[src/rtl/regfile_ctrl_if.sv]
// Bus bundle between the pipeline/debug side and the register file controller.
// Signal names match the controller's documented port list.
interface regfile_ctrl_if;
  // Pipeline writeback request
  logic        wb_we;
  logic [4:0]  wb_rd;
  logic [31:0] wb_data;
  // Debug write request, held until acknowledged
  logic        dbg_we;
  logic [4:0]  dbg_rd;
  logic [31:0] dbg_data;
  logic        dbg_ack;
  // Dump request and register file read-back data
  logic        dump_req;
  logic [31:0] rf_dump_data;
  // Register file write port and dump read address
  logic        rf_we;
  logic [4:0]  rf_rd;
  logic [31:0] rf_data;
  logic [4:0]  rf_dump_addr;
  // Status
  logic        stall;
  logic        busy;
  // Registered dump stream
  logic        dump_valid;
  logic [4:0]  dump_idx;
  logic [31:0] dump_data;
  logic        dump_done;

  // Requester side: pipeline, debugger and register file read port
  modport master (
    output wb_we, wb_rd, wb_data,
    output dbg_we, dbg_rd, dbg_data,
    output dump_req, rf_dump_data,
    input  dbg_ack, rf_we, rf_rd, rf_data, rf_dump_addr,
    input  stall, busy, dump_valid, dump_idx, dump_data, dump_done
  );

  // Controller side
  modport slave (
    input  wb_we, wb_rd, wb_data,
    input  dbg_we, dbg_rd, dbg_data,
    input  dump_req, rf_dump_data,
    output dbg_ack, rf_we, rf_rd, rf_data, rf_dump_addr,
    output stall, busy, dump_valid, dump_idx, dump_data, dump_done
  );
endinterface

[src/rtl/regfile_ctrl.sv]
// Register file write-port controller.
// After reset it walks all 32 registers writing their boot values (INIT), then
// arbitrates the write port between pipeline writeback (higher priority) and a
// debug port (RUN). A dump request streams every register out, one per cycle,
// through a registered output (DUMP).
module regfile_ctrl (
  input logic          clk,
  input logic          rst,
  regfile_ctrl_if.slave bus
);

  typedef enum logic [1:0] {
    StInit,
    StRun,
    StDump
  } state_e;

  localparam logic [4:0] LastIdx = 5'd31;

  state_e      state_q, state_d;
  logic [4:0]  idx_q, idx_d;
  // A dump requested while INIT is running, serviced as soon as INIT ends
  logic        pend_q, pend_d;

  logic        dump_valid_q, dump_valid_d;
  logic        dump_done_q, dump_done_d;
  logic [4:0]  dump_idx_q, dump_idx_d;
  logic [31:0] dump_data_q, dump_data_d;

  // Boot value of each architectural register (x2 = stack, x3 = global ptr)
  function automatic logic [31:0] boot_value(input logic [4:0] i);
    logic [31:0] v;
    unique case (i)
      5'd2:    v = 32'h0000_01F4;
      5'd3:    v = 32'h1000_0000;
      default: v = 32'h0000_0000;
    endcase
    return v;
  endfunction

  // Next-state logic: mode sequencing, index counter and dump capture
  always_comb begin
    state_d      = state_q;
    idx_d        = idx_q;
    pend_d       = pend_q;
    dump_valid_d = 1'b0;
    dump_done_d  = 1'b0;
    dump_idx_d   = dump_idx_q;
    dump_data_d  = dump_data_q;

    unique case (state_q)
      StInit: begin
        idx_d = idx_q + 5'd1;
        if (bus.dump_req) begin
          pend_d = 1'b1;
        end
        if (idx_q == LastIdx) begin
          idx_d   = 5'd0;
          pend_d  = 1'b0;
          // A request on the very last INIT cycle counts as well
          state_d = (pend_q || bus.dump_req) ? StDump : StRun;
        end
      end

      StRun: begin
        if (bus.dump_req) begin
          state_d = StDump;
          idx_d   = 5'd0;
        end
      end

      StDump: begin
        // Read data for this cycle's address is captured and shown next cycle
        dump_valid_d = 1'b1;
        dump_idx_d   = idx_q;
        dump_data_d  = bus.rf_dump_data;
        idx_d        = idx_q + 5'd1;
        if (idx_q == LastIdx) begin
          dump_done_d = 1'b1;
          state_d     = StRun;
          idx_d       = 5'd0;
        end
      end

      default: begin
        state_d = StInit;
        idx_d   = 5'd0;
        pend_d  = 1'b0;
      end
    endcase
  end

  // Output decode: write-port mux, handshake, status and dump stream
  always_comb begin
    bus.rf_we        = 1'b0;
    bus.rf_rd        = 5'd0;
    bus.rf_data      = 32'd0;
    bus.rf_dump_addr = 5'd0;
    bus.dbg_ack      = 1'b0;
    bus.stall        = 1'b1;
    bus.busy         = 1'b1;
    bus.dump_valid   = 1'b0;
    bus.dump_done    = 1'b0;
    bus.dump_idx     = 5'd0;
    bus.dump_data    = 32'd0;

    // Everything is held quiet while reset is low, even before the reset edge
    if (rst) begin
      bus.dump_valid = dump_valid_q;
      bus.dump_done  = dump_done_q;
      bus.dump_idx   = dump_idx_q;
      bus.dump_data  = dump_data_q;

      unique case (state_q)
        StInit: begin
          bus.rf_we   = 1'b1;
          bus.rf_rd   = idx_q;
          bus.rf_data = boot_value(idx_q);
        end

        StRun: begin
          bus.stall = 1'b0;
          bus.busy  = 1'b0;
          if (bus.wb_we) begin
            bus.rf_we   = (bus.wb_rd != 5'd0);
            bus.rf_rd   = bus.wb_rd;
            bus.rf_data = bus.wb_data;
          end else if (bus.dbg_we) begin
            // x0 writes are dropped but the grant is still consumed
            bus.rf_we   = (bus.dbg_rd != 5'd0);
            bus.rf_rd   = bus.dbg_rd;
            bus.rf_data = bus.dbg_data;
            bus.dbg_ack = 1'b1;
          end
        end

        StDump: begin
          bus.rf_dump_addr = idx_q;
        end

        default: begin
          bus.stall = 1'b1;
        end
      endcase
    end
  end

  // State registers with synchronous active-low reset
  always_ff @(posedge clk) begin
    if (!rst) begin
      state_q      <= StInit;
      idx_q        <= 5'd0;
      pend_q       <= 1'b0;
      dump_valid_q <= 1'b0;
      dump_done_q  <= 1'b0;
      dump_idx_q   <= 5'd0;
      dump_data_q  <= 32'd0;
    end else begin
      state_q      <= state_d;
      idx_q        <= idx_d;
      pend_q       <= pend_d;
      dump_valid_q <= dump_valid_d;
      dump_done_q  <= dump_done_d;
      dump_idx_q   <= dump_idx_d;
      dump_data_q  <= dump_data_d;
    end
  end

endmodule

[src/flat_wrapper.sv]
// flat-port wrapper written by rule: the top's interface ports become plain ports
module regfile_ctrl_flat 
  (clk, rst, bus_wb_we, bus_wb_rd, bus_wb_data, bus_dbg_we, bus_dbg_rd, bus_dbg_data, bus_dump_req, bus_rf_dump_data, bus_dbg_ack, bus_rf_we, bus_rf_rd, bus_rf_data, bus_rf_dump_addr, bus_stall, bus_busy, bus_dump_valid, bus_dump_idx, bus_dump_data, bus_dump_done);
  regfile_ctrl_if bus_i ();
  input logic clk;
  input logic rst;
  input wire logic [$bits(bus_i.wb_we)-1:0] bus_wb_we;
  input wire logic [$bits(bus_i.wb_rd)-1:0] bus_wb_rd;
  input wire logic [$bits(bus_i.wb_data)-1:0] bus_wb_data;
  input wire logic [$bits(bus_i.dbg_we)-1:0] bus_dbg_we;
  input wire logic [$bits(bus_i.dbg_rd)-1:0] bus_dbg_rd;
  input wire logic [$bits(bus_i.dbg_data)-1:0] bus_dbg_data;
  input wire logic [$bits(bus_i.dump_req)-1:0] bus_dump_req;
  input wire logic [$bits(bus_i.rf_dump_data)-1:0] bus_rf_dump_data;
  output wire logic [$bits(bus_i.dbg_ack)-1:0] bus_dbg_ack;
  output wire logic [$bits(bus_i.rf_we)-1:0] bus_rf_we;
  output wire logic [$bits(bus_i.rf_rd)-1:0] bus_rf_rd;
  output wire logic [$bits(bus_i.rf_data)-1:0] bus_rf_data;
  output wire logic [$bits(bus_i.rf_dump_addr)-1:0] bus_rf_dump_addr;
  output wire logic [$bits(bus_i.stall)-1:0] bus_stall;
  output wire logic [$bits(bus_i.busy)-1:0] bus_busy;
  output wire logic [$bits(bus_i.dump_valid)-1:0] bus_dump_valid;
  output wire logic [$bits(bus_i.dump_idx)-1:0] bus_dump_idx;
  output wire logic [$bits(bus_i.dump_data)-1:0] bus_dump_data;
  output wire logic [$bits(bus_i.dump_done)-1:0] bus_dump_done;
  assign bus_i.wb_we = bus_wb_we;
  assign bus_i.wb_rd = bus_wb_rd;
  assign bus_i.wb_data = bus_wb_data;
  assign bus_i.dbg_we = bus_dbg_we;
  assign bus_i.dbg_rd = bus_dbg_rd;
  assign bus_i.dbg_data = bus_dbg_data;
  assign bus_i.dump_req = bus_dump_req;
  assign bus_i.rf_dump_data = bus_rf_dump_data;
  assign bus_dbg_ack = bus_i.dbg_ack;
  assign bus_rf_we = bus_i.rf_we;
  assign bus_rf_rd = bus_i.rf_rd;
  assign bus_rf_data = bus_i.rf_data;
  assign bus_rf_dump_addr = bus_i.rf_dump_addr;
  assign bus_stall = bus_i.stall;
  assign bus_busy = bus_i.busy;
  assign bus_dump_valid = bus_i.dump_valid;
  assign bus_dump_idx = bus_i.dump_idx;
  assign bus_dump_data = bus_i.dump_data;
  assign bus_dump_done = bus_i.dump_done;
  regfile_ctrl u_core (.clk(clk), .rst(rst), .bus(bus_i));
endmodule
[config.mk]
export PLATFORM = sky130hd
export DESIGN_NAME = regfile_ctrl_flat
export DESIGN_NICKNAME = d
export VERILOG_FILES = /design/src/rtl/regfile_ctrl_if.sv /design/src/rtl/regfile_ctrl.sv /design/src/flat_wrapper.sv
export SDC_FILE = /design/constraint.sdc
export NUM_CORES = 1
export LEC_CHECK = 0
export BUFFER_PORTS_ARGS = -buffer_cell sky130_fd_sc_hd__buf_2
export CAP_MARGIN = 5
export CORE_MARGIN = 1
export CORE_UTILIZATION = 44
export DETAILED_ROUTE_END_ITERATION = 10
export PLACE_DENSITY = 0.86
export SYNTH_ARGS = -nofsm -noshare
export SYNTH_HDL_FRONTEND = slang
export SYNTH_SLANG_ARGS = --single-unit
[constraint.sdc]
create_clock -name clk -period 3.44 [get_ports clk]
set_input_delay 0.344 -clock clk [delete_from_list [all_inputs] [get_ports clk]]
set_output_delay 0.344 -clock clk [all_outputs]
set_load 0.005 [all_outputs]
## Word level (Yosys, flattened, before mapping)

Index checks and enable logic that the tools add are counted.

| storage, ports and cells | value |
|---|---|
| bits in registers | 47 |
| bits in latches | 0 |
| bits in writable memories | 0 |
| ROM bits | 0 |
| input port bits | 111 |
| output and inout bits | 85 |
| logic and storage cells | 65 |
| memories kept | 0 |

| cells by class | value |
|---|---|
| $add $sub $neg | 1 |
| multipliers | 0 |
| div/mod/pow operators | 0 |
| order comparisons | 0 |
| eq/ne operators | 9 |
| shift-type cells | 0 |
| mux-type cells | 38 |
| bitwise operators | 1 |
| reduce and logical (&&, ||, !) cells | 9 |

Operators by type and width:

| kind | count |
|---|---|
| two-way mux 32 bit | 4 |
| one-hot mux 32 bit (2 select lines) | 1 |
| one-hot mux 29 bit (2 select lines) | 1 |
| two-way mux 5 bit | 8 |
| one-hot mux 5 bit (2 select lines) | 2 |
| two-way mux 1 bit | 15 |
| == test 5 x 2 -> 1 bit (second input constant) | 2 |
| nonzero test 5 bit | 2 |
| two-way mux 2 bit | 4 |
| one-hot mux 2 bit (3 select lines) | 1 |
| adder 5 x 1 -> 5 bit (second input constant) | 1 |
| == test 5 bit (second input constant) | 1 |
| inequality test 2 x 1 -> 1 bit (second input constant) | 2 |
| one-hot mux 1 bit (2 select lines) | 2 |
| AND reduction 2 bit | 2 |
| OR reduction 2 bit | 2 |
| inequality test 3 x 2 -> 1 bit (second input constant) | 1 |
| AND reduction 3 bit | 1 |
| == test 2 x 1 -> 1 bit (second input constant) | 1 |
| == test 2 bit (second input constant) | 1 |
| zero test 2 bit | 1 |
| inequality test 2 bit (second input constant) | 1 |
| logical OR 1 bit | 1 |
| NOT 1 bit | 1 |

## Logic depth before layout (Yosys ltp)

Gate-level depths: netlist of the first run.

| depth | value |
|---|---|
| word-level depth | 5 |
| depth in mapped cells | 7 |
| gate-level depth less buffers | 6 |

## Least setup slack after synthesis of the first run

No wires, ideal clock.

| timing path | value |
|---|---|
| path type | reg2out |
| from | register u_core.state_q[1] |
| to | output bus_rf_rd[0] |
| arrival | 1.382 ns |
| data required time | 3.096 ns |
| setup slack | 1.714 ns |
| cell stages (with the launch flop) | 7 |
| buffers on the path | 1 |
| path through | dfxtp_1 inv_1 ha_1 and4b_1 buf_4 a222oi_1 inv_1 |

| on the way | value |
|---|---|
| cells in the longest elaborated chain, start to end | 3 |
| elaborated cells on any way between the ends | 4 |
| those cells by class | eq/ne (1); mux (2); reduce/logical (1) |

RTL lines:

| element | line | source |
|---|---|---|
| start: declaration | regfile_ctrl.sv:20 | `state_e state_q, state_d;` |
| start signal: assignment | regfile_ctrl.sv:151 | `state_q <= StInit;` |
| start signal: assignment | regfile_ctrl.sv:159 | `state_q <= state_d;` |
| == test 2 x 1 -> 1 bit / zero test 2 bit (equally long branches) | regfile_ctrl.sv:114 | `unique case (state_q)` |
| one-hot mux 5 bit (2 select lines) * | regfile_ctrl.sv:114 |  |
| two-way mux 5 bit * | regfile_ctrl.sv:108 | `if (rst) begin` |
| end: declaration | flat_wrapper.sv:17 | `output wire logic [$bits(bus_i.rf_rd)-1:0] bus_rf_rd;` |

Every way passes the cells marked *; elsewhere a longest branch is shown, timed or not.

## Final worst setup path of the first run

| timing path | value |
|---|---|
| from | register u_core.state_q[1] |
| to | output bus_rf_data[7] |

| on the way | value |
|---|---|
| cells in the longest elaborated chain, start to end | 3 |
| elaborated cells on any way between the ends | 4 |
| those cells by class | eq/ne (1); mux (2); reduce/logical (1) |

RTL lines:

| element | line | source |
|---|---|---|
| == test 2 x 1 -> 1 bit / zero test 2 bit (equally long branches) | regfile_ctrl.sv:114 |  |
| one-hot mux 32 bit (2 select lines) * | regfile_ctrl.sv:114 |  |
| two-way mux 32 bit * | regfile_ctrl.sv:108 |  |
| end: declaration | flat_wrapper.sv:18 | `output wire logic [$bits(bus_i.rf_data)-1:0] bus_rf_data;` |

Marked as above.

==> results of run 1 <==
==> per-stage QoR <==
stage | total power [W] | utilization [%] | std cells
2_1_floorplan | 0.00137 | - | 299
3_3_place_gp | 0.00159 | 61.7 | 547
3_5_place_dp | 0.00163 | 61.7 | 547
4_1_cts | 0.00196 | 63.0 | 555
5_1_grt | 0.00209 | 63.1 | 557
6_report | 0.00194 | 63.1 | 557
==> final cells by class <==
class / instances / area (sq um) / share of cell area [%]
multi-input cells: 216 / 1590 / 42.4
repair buffers: 199 / 1010 / 26.8
flip-flops and latches: 47 / 941 / 25.0
well taps: 75 / 93.8 / 2.50
clock buffers: 7 / 76.3 / 2.03
inverters: 10 / 37.5 / 0.999
clock inverters: 1 / 5.00 / 0.133
diodes: 2 / 5.00 / 0.133
==> power breakdown <==
group / internal, W / switching [W]
registers: 0.000665 / 0.0000860
logic: 0.000438 / 0.000428
clock network: 0.000143 / 0.000178
total: 0.00125 / 0.000693
==> synth_stat cells <==
library cell	count	share of area (%)
and2_1	41	9.4
a21boi_0	2	0.55
nand3b_1	2	0.55
a222oi_1	5	1.8
a22oi_1	7	1.9
inv_1	10	1.4
and3_1	8	1.8
or4_1	2	0.55
o21ba_2	1	0.37
nor3_1	1	0.18
buf_6	3	1.2
nand2_1	10	1.4
nor2b_1	39	8.9
clkbuf_1	9	1.2
buf_2	5	0.92
nand3_1	3	0.55
or3_1	3	0.69
buf_4	9	2.5
nor4b_1	1	0.32
and4b_1	1	0.37
o311a_1	1	0.37
ha_1	6	2.7
dfxtp_1	47	34
o221a_2	1	0.41
mux2i_1	37	14
o21ai_0	9	1.6
nor2_1	4	0.55
a211oi_1	1	0.28
nand2b_1	1	0.23
a21oi_1	3	0.55
xnor2_1	1	0.32
o21ai_1	1	0.18
a22o_1	25	8.0
==> worst paths after layout <==
kind                         start                     end  slack [ps]  cells past startpoint
max              u_core.state_q[1]          bus_rf_data[7]         770                      7
min reg2reg  u_core.dump_data_q[0]   u_core.dump_data_q[0]         510                      2
max reg2reg      u_core.state_q[0]  u_core.dump_data_q[22]        1500                      5
min           bus_rf_dump_data[26]  u_core.dump_data_q[26]         300                      3
==> sequential cells by signal (all words and copies together), names as in the netlist <==
signal and cells:
u_core.dump_idx_q 5, u_core.dump_valid_q 1, u_core.dump_data_q 32, u_core.pend_q 1
u_core.state_q 2, u_core.dump_done_q 1, u_core.idx_q 5
==> cell families (layout without fill, tap and decap cells) <==
logic type	count (synthesis)	in the layout	synth area share (%)
buffers and inverters	36	217	7.24
DFF	47	47	34.5
adders and majority gates	6	6	2.75
other	0	2	0
and+or+nand+nor	116	116	25.5
muxes	37	37	13.6
xor gates and xnor gates	1	1	0.321
AOI/OAI and AO/OA	56	56	16.1
==> worst reg2reg max path, delay by kind of cell (launching register included) <==
family                   cells  cell delay (ps)
buffers and inverters        2              610
adder cells (fa/ha/maj)      1              550
flip-flops                   1              350
multiplexers                 1              270
AND/OR/NAND/NOR              1               60
==> metal layers <==
| metal | wire (microns) | global-route usage [%] | up-vias | part of all wire, % |
|---|---|---|---|---|
| met5 | 0 | 0 | - | 0 |
| li1 | - | - | 1404 | - |
| met4 | 216 | 11.4 | 0 | 2.7 |
| met2 | 4100 | 45.3 | 129 | 50 |
| met3 | 768 | 7.42 | 14 | 9.4 |
| met1 | 3060 | 23.8 | 1290 | 38 |
==> summary.md, run 1 <==
| Metric | Value |
|---|---|
| Status | `completed` |
| H-tree depth | `2` |
| Worst-Margin Slew | `about 780 ps` |
| Final setup viols | `0` |
| Final Wtd Congestion | `approximately 0.88` |
| Largest delay share family, worst path | `simple AND/OR/NAND/NOR gates` |
| Max-cap viol count | `0` |
| IO Port Bufs | `approximately 200` |
| Synth unique cells | `33` |
| Critical path buffer and inverter count | `3` |
| Initial antenna violation count | `2` |
| Cell area after layout | `between 0.003 and 0.004 sq mm` |
| Core region area | `around 0.006 sq mm` |
| DR vias/cell | `approximately 5` |
| Initial core utilization | `about 46%` |
| Maximum fanout count along the critical path | `24` |
| Post_cts resized | `0` |
| Worst slew margin | `a little under half` |
| DRC | `0` |
| Post-CTS Setup Bufs | `0` |
| Synth Instances | `approximately 300` |
| CP max-delay cell | `and3_1` |
| FILL cells | `527` |
| Fin. Hold Viols | `0` |
| Min-Delay Path Class | `in -> reg` |
| Maximum VDD drop | `~0.35 mV` |
| CTS Buf Count | `5` |
| Final net count | `slightly below 600` |
| Fin crit period | `approximately 2700 ps` |
| Synth warn | `0` |
| Clock root buffer | `clkbuf_8` |
| Site row count | `28` |
| Period Utilization, post-route | `just under 80%` |
| Layout cells sized above 1 | `43.3%` |
| Total GRT Usage | `between 20% and 30%` |
| Post-synthesis cell area | `0.00273 sq mm` |
| Total die area | `0.00652 sq mm` |
| # IOs | `around 200` |
| Post-DP Area | `0.00367 sq mm` |
| P&R area growth vs syn | `37.7%` |
| Routed Antenna Nets | `0` |
| Largest net degree at the start of global routing | `93` |
| Req. time, crit path | `around 3100 ps` |
| Max stage delay on crit path | `around 700 ps` |
| CP Class | `reg -> out` |
| Drt total wl | `~8100 microns` |
| Syn nets | `about 420` |
| Crit path cell chain | `inv_1 -> ha_1 -> and3_1 -> buf_4 -> a22oi_1 -> nand2_1 -> buf_2` |
| Total negative setup slack | `0 ps` |
| Vias in the first global route | `2554` |
| Synth Register Bits | `47` |
| CP Launch Type | `register` |
| Die Ht | `between 80 and 90 microns` |
| CTS sink cnt | `47` |
| DP HPWL | `between 6000 and 7000 microns` |
| Worst-skew pair later-pin latency | `290 ps` |
| CTS Hold Bufs | `0` |
| Crit. End Element | `output port` |
| Clock Tree Buf Depth | `2` |
| RSZ-0062 raised after global routing | `false` |
| Via count | `~2800` |
| Sequential share of the synthesized area | `34.5%` |
| Drt initial violations | `between 100 and 150` |
| Hold WS | `just over 300 ps` |
| Post-place setup slack | `between 1000 and 1500 ps` |
| Pins Over Slew Limit | `0` |
| Wire per inst | `~15 microns` |
| Lkg Pwr | `between 1.5 and 2 nW` |
| Power per Cell Area | `roughly 520 mW/mm^2` |
| Achievable Freq | `around 380 MHz` |
| Final worst slack | `between 700 and 800 ps` |
| CTS tree | `built` |
| Worst EP arrival | `between 2000 and 2500 ps` |
| Die W | `slightly above 80 microns` |
| Commonest cells after routing, fill and taps aside | `195 x buf_2, 47 x dfxtp_1, 41 x and2_1` |
| Avg Inst Size Synth | `9.13 sq um` |
| Initial DRT Pass Iterations | `5` |
| Clk_skew | `between 2 and 3 ps` |
| Commonest non-fill, non-tap cell in the layout | `buf_2` |
| Gr ovfl total | `0` |
| Global-route wire length before repair | `11800 microns` |
| Clk slew on worst S/H paths | `approximately 80 ps` |
Note: power is estimated with default switching activity, not from simulation.
==> run 2: changes to the inputs <==
--- a/config.mk
+++ b/config.mk
@@ -5,12 +5,13 @@
 export SDC_FILE = /design/constraint.sdc
 export NUM_CORES = 1
 export LEC_CHECK = 0
+export ABC_AREA = 1
 export BUFFER_PORTS_ARGS = -buffer_cell sky130_fd_sc_hd__buf_2
 export CAP_MARGIN = 5
 export CORE_MARGIN = 1
-export CORE_UTILIZATION = 44
+export CORE_UTILIZATION = 37
 export DETAILED_ROUTE_END_ITERATION = 10
-export PLACE_DENSITY = 0.86
+export PLACE_DENSITY = 0.78
 export SYNTH_ARGS = -nofsm -noshare
 export SYNTH_HDL_FRONTEND = slang
 export SYNTH_SLANG_ARGS = --single-unit
==> constraint.sdc (replaced) <==
create_clock -name clk -period 2.3 [get_ports clk]
set_input_delay 0.23 -clock clk [delete_from_list [all_inputs] [get_ports clk]]
set_output_delay 0.23 -clock clk [all_outputs]
set_load 0.005 [all_outputs]
==> summary.md, run 2 <==
| Metric | Value |
|---|---|
| Drt total wl | `roughly 8100 microns` |
| Post_cts resized | `0` |
| Die Ht | `roughly 86 microns` |
| RSZ-0062 raised after global routing | `false` |
| Ys flop type | `dfxtp_1` |
| Number of diodes | `0` |
| Post-CTS Setup Bufs | `0` |
| Synth area leader | `dfxtp_1` |
| Final setup viols | `0` |
| Hold WS | `between 100 and 150 ps` |
| Worst slew margin | `63.0%` |
| Req. time, crit path | `just over 2000 ps` |
| Max stage delay on crit path | `around 330 ps` |
| CTS Buf Count | `5` |
| CP Class | `reg -> out` |
| DR vias/cell | `between 4 and 5` |
| Period Utilization, post-route | `91.3%` |
| Layout cells sized above 1 | `between 30% and 40%` |
| Post-synth ARST share | `0%` |
| Synth Instances | `427` |
| Clk slew on worst S/H paths | `roughly 90 ps` |
| Top-count cell post-synth | `nand2_1` |
| Total die area | `between 0.007 and 0.008 sq mm` |
| Crit path cell chain | `inv_1 -> ha_1 -> nand2_1 -> nor2_2 -> buf_6 -> nand2_1 -> o211ai_1 -> buf_2` |
| Fin crit period | `2100 ps` |
| R2R setup slack | `390 ps` |
| Final worst slack | `around 200 ps` |
| Pins Over Slew Limit | `0` |
| Clock root buffer | `clkbuf_8` |
| Initial DRT Pass Iterations | `4` |
| Achievable Freq | `between 400 and 500 MHz` |
| Switch Pwr | `about 0.0011 W` |
| Routed Antenna Nets | `0` |
| Global-route wire length before repair | `approximately 12000 microns` |
| Min-Delay Path Class | `in -> reg` |
| Final Wtd Congestion | `between 0.9 and 1` |
| Commonest non-fill, non-tap cell in the layout | `buf_2` |
| Register share of total power | `37.2%` |
| Core region area | `~0.007 sq mm` |
| Synth warn | `0` |
| Internal power | `around 0.0019 W` |
| Final net count | `between 700 and 800` |
| Lkg Pwr | `2.66 nW` |
| Largest net degree at the start of global routing | `39` |
| Maximum VDD drop | `around 0.44 mV` |
| Synth top area share | `between 30% and 40%` |
| IO Port Bufs | `roughly 200` |
| Via count | `approximately 3200` |
| Comb power frac | `about 43%` |
| Max-cap viol count | `0` |
| Post-place setup slack | `between 400 and 500 ps` |
| Total negative setup slack | `0 ps` |
| FILL cells | `730` |
| Fin. Hold Viols | `0` |
| Synth unique cells | `18` |
| Clock Tree Buf Depth | `2` |
| Initial core utilization | `a little under two fifths` |
| Max reg flops | `32` |
| Reg with most FFs | `u_core.dump_data_q` |
| Synth Register Bits | `47` |
| CP max-delay cell | `dfxtp_1` |
| EDFF count, synth | `0` |
| Site row count | `30` |
| Clk_skew | `8.62 ps` |
| DRC | `0` |
| # IOs | `slightly below 200` |
| Maximum fanout count along the critical path | `38` |
| Most area-consuming cells after synthesis | `dfxtp_1 36%, nand2_1 24%, inv_1 13%, o22ai_1 8.8%, nor2_1 3.6%` |
| Crit. End Element | `output port` |
| Power per Cell Area | `approximately 800 mW/mm^2` |
| Vias in the first global route | `roughly 2900` |
| DP HPWL | `6600 microns` |
| Initial antenna violation count | `0` |
| CTS sink cnt | `47` |
| Avg Inst Size Synth | `approximately 6 sq um` |
| Post-synthesis cell area | `around 0.0026 sq mm` |
| Total GRT Usage | `20.9%` |
| Worst EP arrival | `1870 ps` |
| H-tree depth | `2` |
| Synth cell count leaders | `169 x nand2_1, 90 x inv_1, 47 x dfxtp_1` |
| Gr ovfl total | `0` |
| Die W | `roughly 86 microns` |
| CP Launch Type | `register` |
| Register area | `roughly 940 sq um` |
| Commonest cells after routing, fill and taps aside | `195 x buf_2, 169 x nand2_1, 90 x inv_1` |
| CTS Hold Bufs | `0` |
| Drt initial violations | `120` |
| Multi-input gate area | `~0.0012 sq mm` |
| Worst-Margin Slew | `554 ps` |
| Clock Power Share | `20.1%` |
| Sequential share of the synthesized area | `a little over a third` |
| Worst-skew pair later-pin latency | `290 ps` |
| CTS tree | `built` |
| Syn nets | `544` |
| Most Frequent Cell on Critical Path | `nand2_1` |
| Status | `completed` |
| Wire per inst | `roughly 11 microns` |
| P&R area growth vs syn | `43.3%` |
| Leading registers by flop count | `u_core.dump_data_q x32, u_core.dump_idx_q x5, u_core.idx_q x5` |
| Switching share of power | `roughly 37%` |
## run 2: worst paths after layout
kind / startpoint / to / cells past startpoint
max: u_core.state_q[1] / bus_rf_rd[1] / 8
min: bus_rf_dump_data[17] / u_core.dump_data_q[17] / 3
max reg2reg: u_core.state_q[0] / u_core.dump_data_q[31] / 6
min reg2reg: u_core.dump_idx_q[0] / u_core.dump_idx_q[0] / 2
## run 2: per-stage QoR
| stage | utilization [%] | power (W) | area, sq um | cells |
|---|---|---|---|---|
| final | 55.0 | 0.00306 | 3760 | 709 |
| after global routing | 55.0 | 0.00332 | 3760 | 709 |
| after CTS | 54.9 | 0.00308 | 3750 | 709 |
| after detailed placement | 53.2 | 0.00246 | 3630 | 701 |
| after global placement | 53.2 | 0.00240 | 3630 | 701 |
| after floorplan | - | 0.00199 | 2620 | 427 |
## run 2: power by group through the flow
stage               logic, W  registers, W  clock network, W
global placement     0.00126       0.00114                 0
CTS                  0.00131       0.00114          0.000630
finish               0.00131       0.00114          0.000615
detailed placement   0.00130       0.00116                 0
global route         0.00150       0.00116          0.000661
floorplan           0.000854       0.00113                 0
## run 2: kinds of logic after synthesis
group	Yosys count	synth area share, %
AND/OR/NAND/NOR	214	32.2
AO/OA/AOI/OAI	47	11.2
buffers and inverters	113	17.9
flip-flops	47	35.9
adder cells (fa/ha/maj)	6	2.86
## run 2: routing by layer
metal / wire length (microns) / share of wire, % / GRT usage, % / up-vias
met3: 604 / 7.4 / 4.29 / 14
met2: 4100 / 50 / 40.0 / 130
met4: 160 / 2.0 / 6.97 / 0
met1: 3270 / 40 / 22.8 / 1410
met5: 0 / 0 / 0 / -
li1: - / - / - / 1659
## run 2: area by class of cell
cell class	count	area share, %
multi-input cells	267	32.4
repair buffers	200	27.2
well taps	96	3.20
flip-flops and latches	47	25.0
clock buffers	6	2.20
inverters	91	9.09
clock inverters	2	0.932
## run 2: worst max-delay path, delay by kind of cell (launching register included)
kind,cells,cell delay (ps)
AOI/OAI and AO/OA,1,130
adders and majority gates,1,180
buffers and inverters,3,560
DFF,1,330
and+or+nand+nor,3,360
==> run 3: changes to the inputs <==
--- a/config.mk
+++ b/config.mk
@@ -8,10 +8,12 @@
 export ABC_AREA = 1
 export BUFFER_PORTS_ARGS = -buffer_cell sky130_fd_sc_hd__buf_2
 export CAP_MARGIN = 5
+export CELL_PAD_IN_SITES_DETAIL_PLACEMENT = 1
+export CELL_PAD_IN_SITES_GLOBAL_PLACEMENT = 2
 export CORE_MARGIN = 1
-export CORE_UTILIZATION = 37
+export CORE_UTILIZATION = 16
 export DETAILED_ROUTE_END_ITERATION = 10
-export PLACE_DENSITY = 0.78
+export PLACE_DENSITY_LB_ADDON = 0.1
 export SYNTH_ARGS = -nofsm -noshare
 export SYNTH_HDL_FRONTEND = slang
 export SYNTH_SLANG_ARGS = --single-unit
==> constraint.sdc (replaced) <==
create_clock -name clk -period 1.8 [get_ports clk]
set_input_delay 0.18 -clock clk [delete_from_list [all_inputs] [get_ports clk]]
set_output_delay 0.18 -clock clk [all_outputs]
set_load 0.005 [all_outputs]
==> summary.md, run 3 (synthesis results as in run 2) <==
| Metric | Value |
|---|---|
| Wire per inst | `13.3 microns` |
| Reg with most FFs | `u_core.dump_data_q` |
| Fin crit period | `1770 ps` |
| Die W | `around 130 microns` |
| Initial DRT Pass Iterations | `4` |
| Status | `completed` |
| Site row count | `46` |
| IO Port Bufs | `roughly 200` |
| CTS tree | `built` |
| Cell area after layout | `roughly 0.0043 sq mm` |
| Worst-Margin Slew | `about 360 ps` |
| Total die area | `0.0169 sq mm` |
| DR vias/cell | `just under 4` |
| Post-DP Area | `0.00393 sq mm` |
| Vias in the first global route | `between 3000 and 4000` |
| Max-cap viol count | `0` |
| Hold WS | `a little over 90 ps` |
| Comb power frac | `between 40% and 50%` |
| Crit path cell chain | `inv_2 -> ha_4 -> nand2_4 -> nor2_4 -> buf_12 -> clkbuf_16 -> nand2_1 -> nand3_1 -> buf_2` |
| Clk_skew | `a little over 7 ps` |
| Register share of total power | `between 30% and 40%` |
| CP max-delay cell | `dfxtp_2` |
| Pins Over Slew Limit | `0` |
| Number of diodes | `0` |
| Final Wtd Congestion | `about 0.75` |
| Critical path buffer and inverter count | `4` |
| Drt total wl | `around 11000 microns` |
| DRC | `0` |
| Fin. Hold Viols | `0` |
| Drt initial violations | `65` |
| CTS sink cnt | `47` |
| Clock Tree Buf Depth | `2` |
| Largest net degree at the start of global routing | `49` |
| Layout cells sized above 1 | `about 39%` |
| Final net count | `approximately 750` |
| Power per Cell Area | `~1100 mW/mm^2` |
| P&R area growth vs syn | `64.5%` |
| Die Ht | `about 130 microns` |
| Switch Pwr | `around 0.0018 W` |
| Initial core utilization | `16.4%` |
| Crit. End Element | `output port` |
| Largest delay share family, worst path | `buffers and inverters` |
| Period Utilization, post-route | `a little over nine tenths` |
| Core region area | `approximately 0.016 sq mm` |
| CP Launch Type | `register` |
| Clock Power Share | `a little under a quarter` |
| Max stage delay on crit path | `about 330 ps` |
| Max reg flops | `32` |
| Req. time, crit path | `approximately 1600 ps` |
| Achievable Freq | `~560 MHz` |
| Total negative setup slack | `0 ps` |
| Final setup viols | `0` |
| Internal power | `between 0.002 and 0.003 W` |
| Lkg Pwr | `roughly 2.8 nW` |
| Min-Delay Path Class | `in -> reg` |
| Worst EP arrival | `1590 ps` |
| Commonest cells after routing, fill and taps aside | `195 x buf_2, 166 x nand2_1, 88 x inv_1` |
| # IOs | `roughly 200` |
| Maximum VDD drop | `approximately 0.39 mV` |
| Maximum fanout count along the critical path | `9` |
| Worst-skew pair later-pin latency | `between 200 and 300 ps` |
| Switching share of power | `between 30% and 40%` |
| DP HPWL | `about 8900 microns` |
| Via count | `between 3000 and 4000` |
| Clk slew on worst S/H paths | `70 ps` |
| RSZ-0062 raised after global routing | `true` |
| Global-route wire length before repair | `16100 microns` |
| Clock root buffer | `clkbuf_16` |
| Post-place setup slack | `100 ps` |
| Leading registers by flop count | `u_core.dump_data_q x32, u_core.dump_idx_q x5, u_core.idx_q x5` |
| Total GRT Usage | `12.4%` |
| Commonest non-fill, non-tap cell in the layout | `buf_2` |
| Final worst slack | `26.8 ps` |
| Routed Antenna Nets | `0` |
| Gr ovfl total | `0` |
| Initial antenna violation count | `0` |
| CP Class | `reg -> out` |
| H-tree depth | `2` |
| CTS Buf Count | `5` |
| CTS Hold Bufs | `0` |
| Worst slew margin | `between 70 and 80%` |
## run 3: cell count changes in the layout (fill, tap and decap cells not counted), moves of 3 or more
cell       previous run  this run
buf_4                 3        16
clkbuf_16             0         7
clkbuf_8              6         0
buf_12                0         4
ha_1                  6         3
ha_4                  0         3
nand2_1             169       166
## run 3: power groups by stage
stage                     sequential [W]  clock, W  combinational (W)
after detailed placement         0.00146         0            0.00199
after global routing             0.00149   0.00120            0.00245
after CTS                        0.00146   0.00115            0.00218
after global placement           0.00145         0            0.00195
final                            0.00146   0.00110            0.00217
after floorplan                  0.00145         0            0.00109
## run 3: final cells by class
class	instances	area, sq um
repair buffers	222	1290
clock inverters	3	47.5
multi-input cells	267	1290
inverters	91	344
clock buffers	5	125
fillers	2095	11600
flip-flops and latches	47	946
well taps	216	270
## run 3: routing by layer
layer / vias up / part of all wire (%) / global-route usage (%)
li1: 1709 / - / -
met1: 1476 / 41 / 14.4
met2: 145 / 48 / 21.6
met3: 5 / 11 / 4.26
met4: 0 / 0.83 / 3.08
met5: - / 0 / 0
## run 3: stage by stage
step	total power, W	utilization (%)	instances
finish	0.00472	27.1	851
detailed placement	0.00345	24.7	836
floorplan	0.00254	-	427
global route	0.00514	27.1	851
global placement	0.00340	24.7	836
CTS	0.00479	26.5	846
## run 3: worst register-to-register path, cell delays in order (launching register included)
cell     delay (ps)
dfxtp_1         320
ha_1            230
nand2_1          90
nor2_1           50
ha_1            170
inv_1           130
nand2_1          70
nand3_1         210
nand2_1         150
a21oi_1         130
## run 3: repair_timing
| action | CTS | global route |
|---|---|---|
| cloned | 0 | 3 |
| setup buffers | 2 | 2 |
| pin swaps | 4 | 3 |
| resized for setup | 24 | 2 |
| endpoints found under the hold margin | 0 | 0 |
| endpoints found under the setup margin | 44 | 36 |
## run 3: path summary, 6_finish.rpt
check | startpoint | endpoint | slack, ps | cells past startpoint
worst max-delay path | u_core.state_q[1] | bus_rf_data[8] | 30 | 9
worst min-delay path | bus_rf_dump_data[17] | u_core.dump_data_q[17] | 90 | 3
worst max register to register | u_core.idx_q[0] | u_core.idx_q[0] | 170 | 9
worst min register to register | u_core.dump_idx_q[4] | u_core.dump_idx_q[4] | 480 | 2
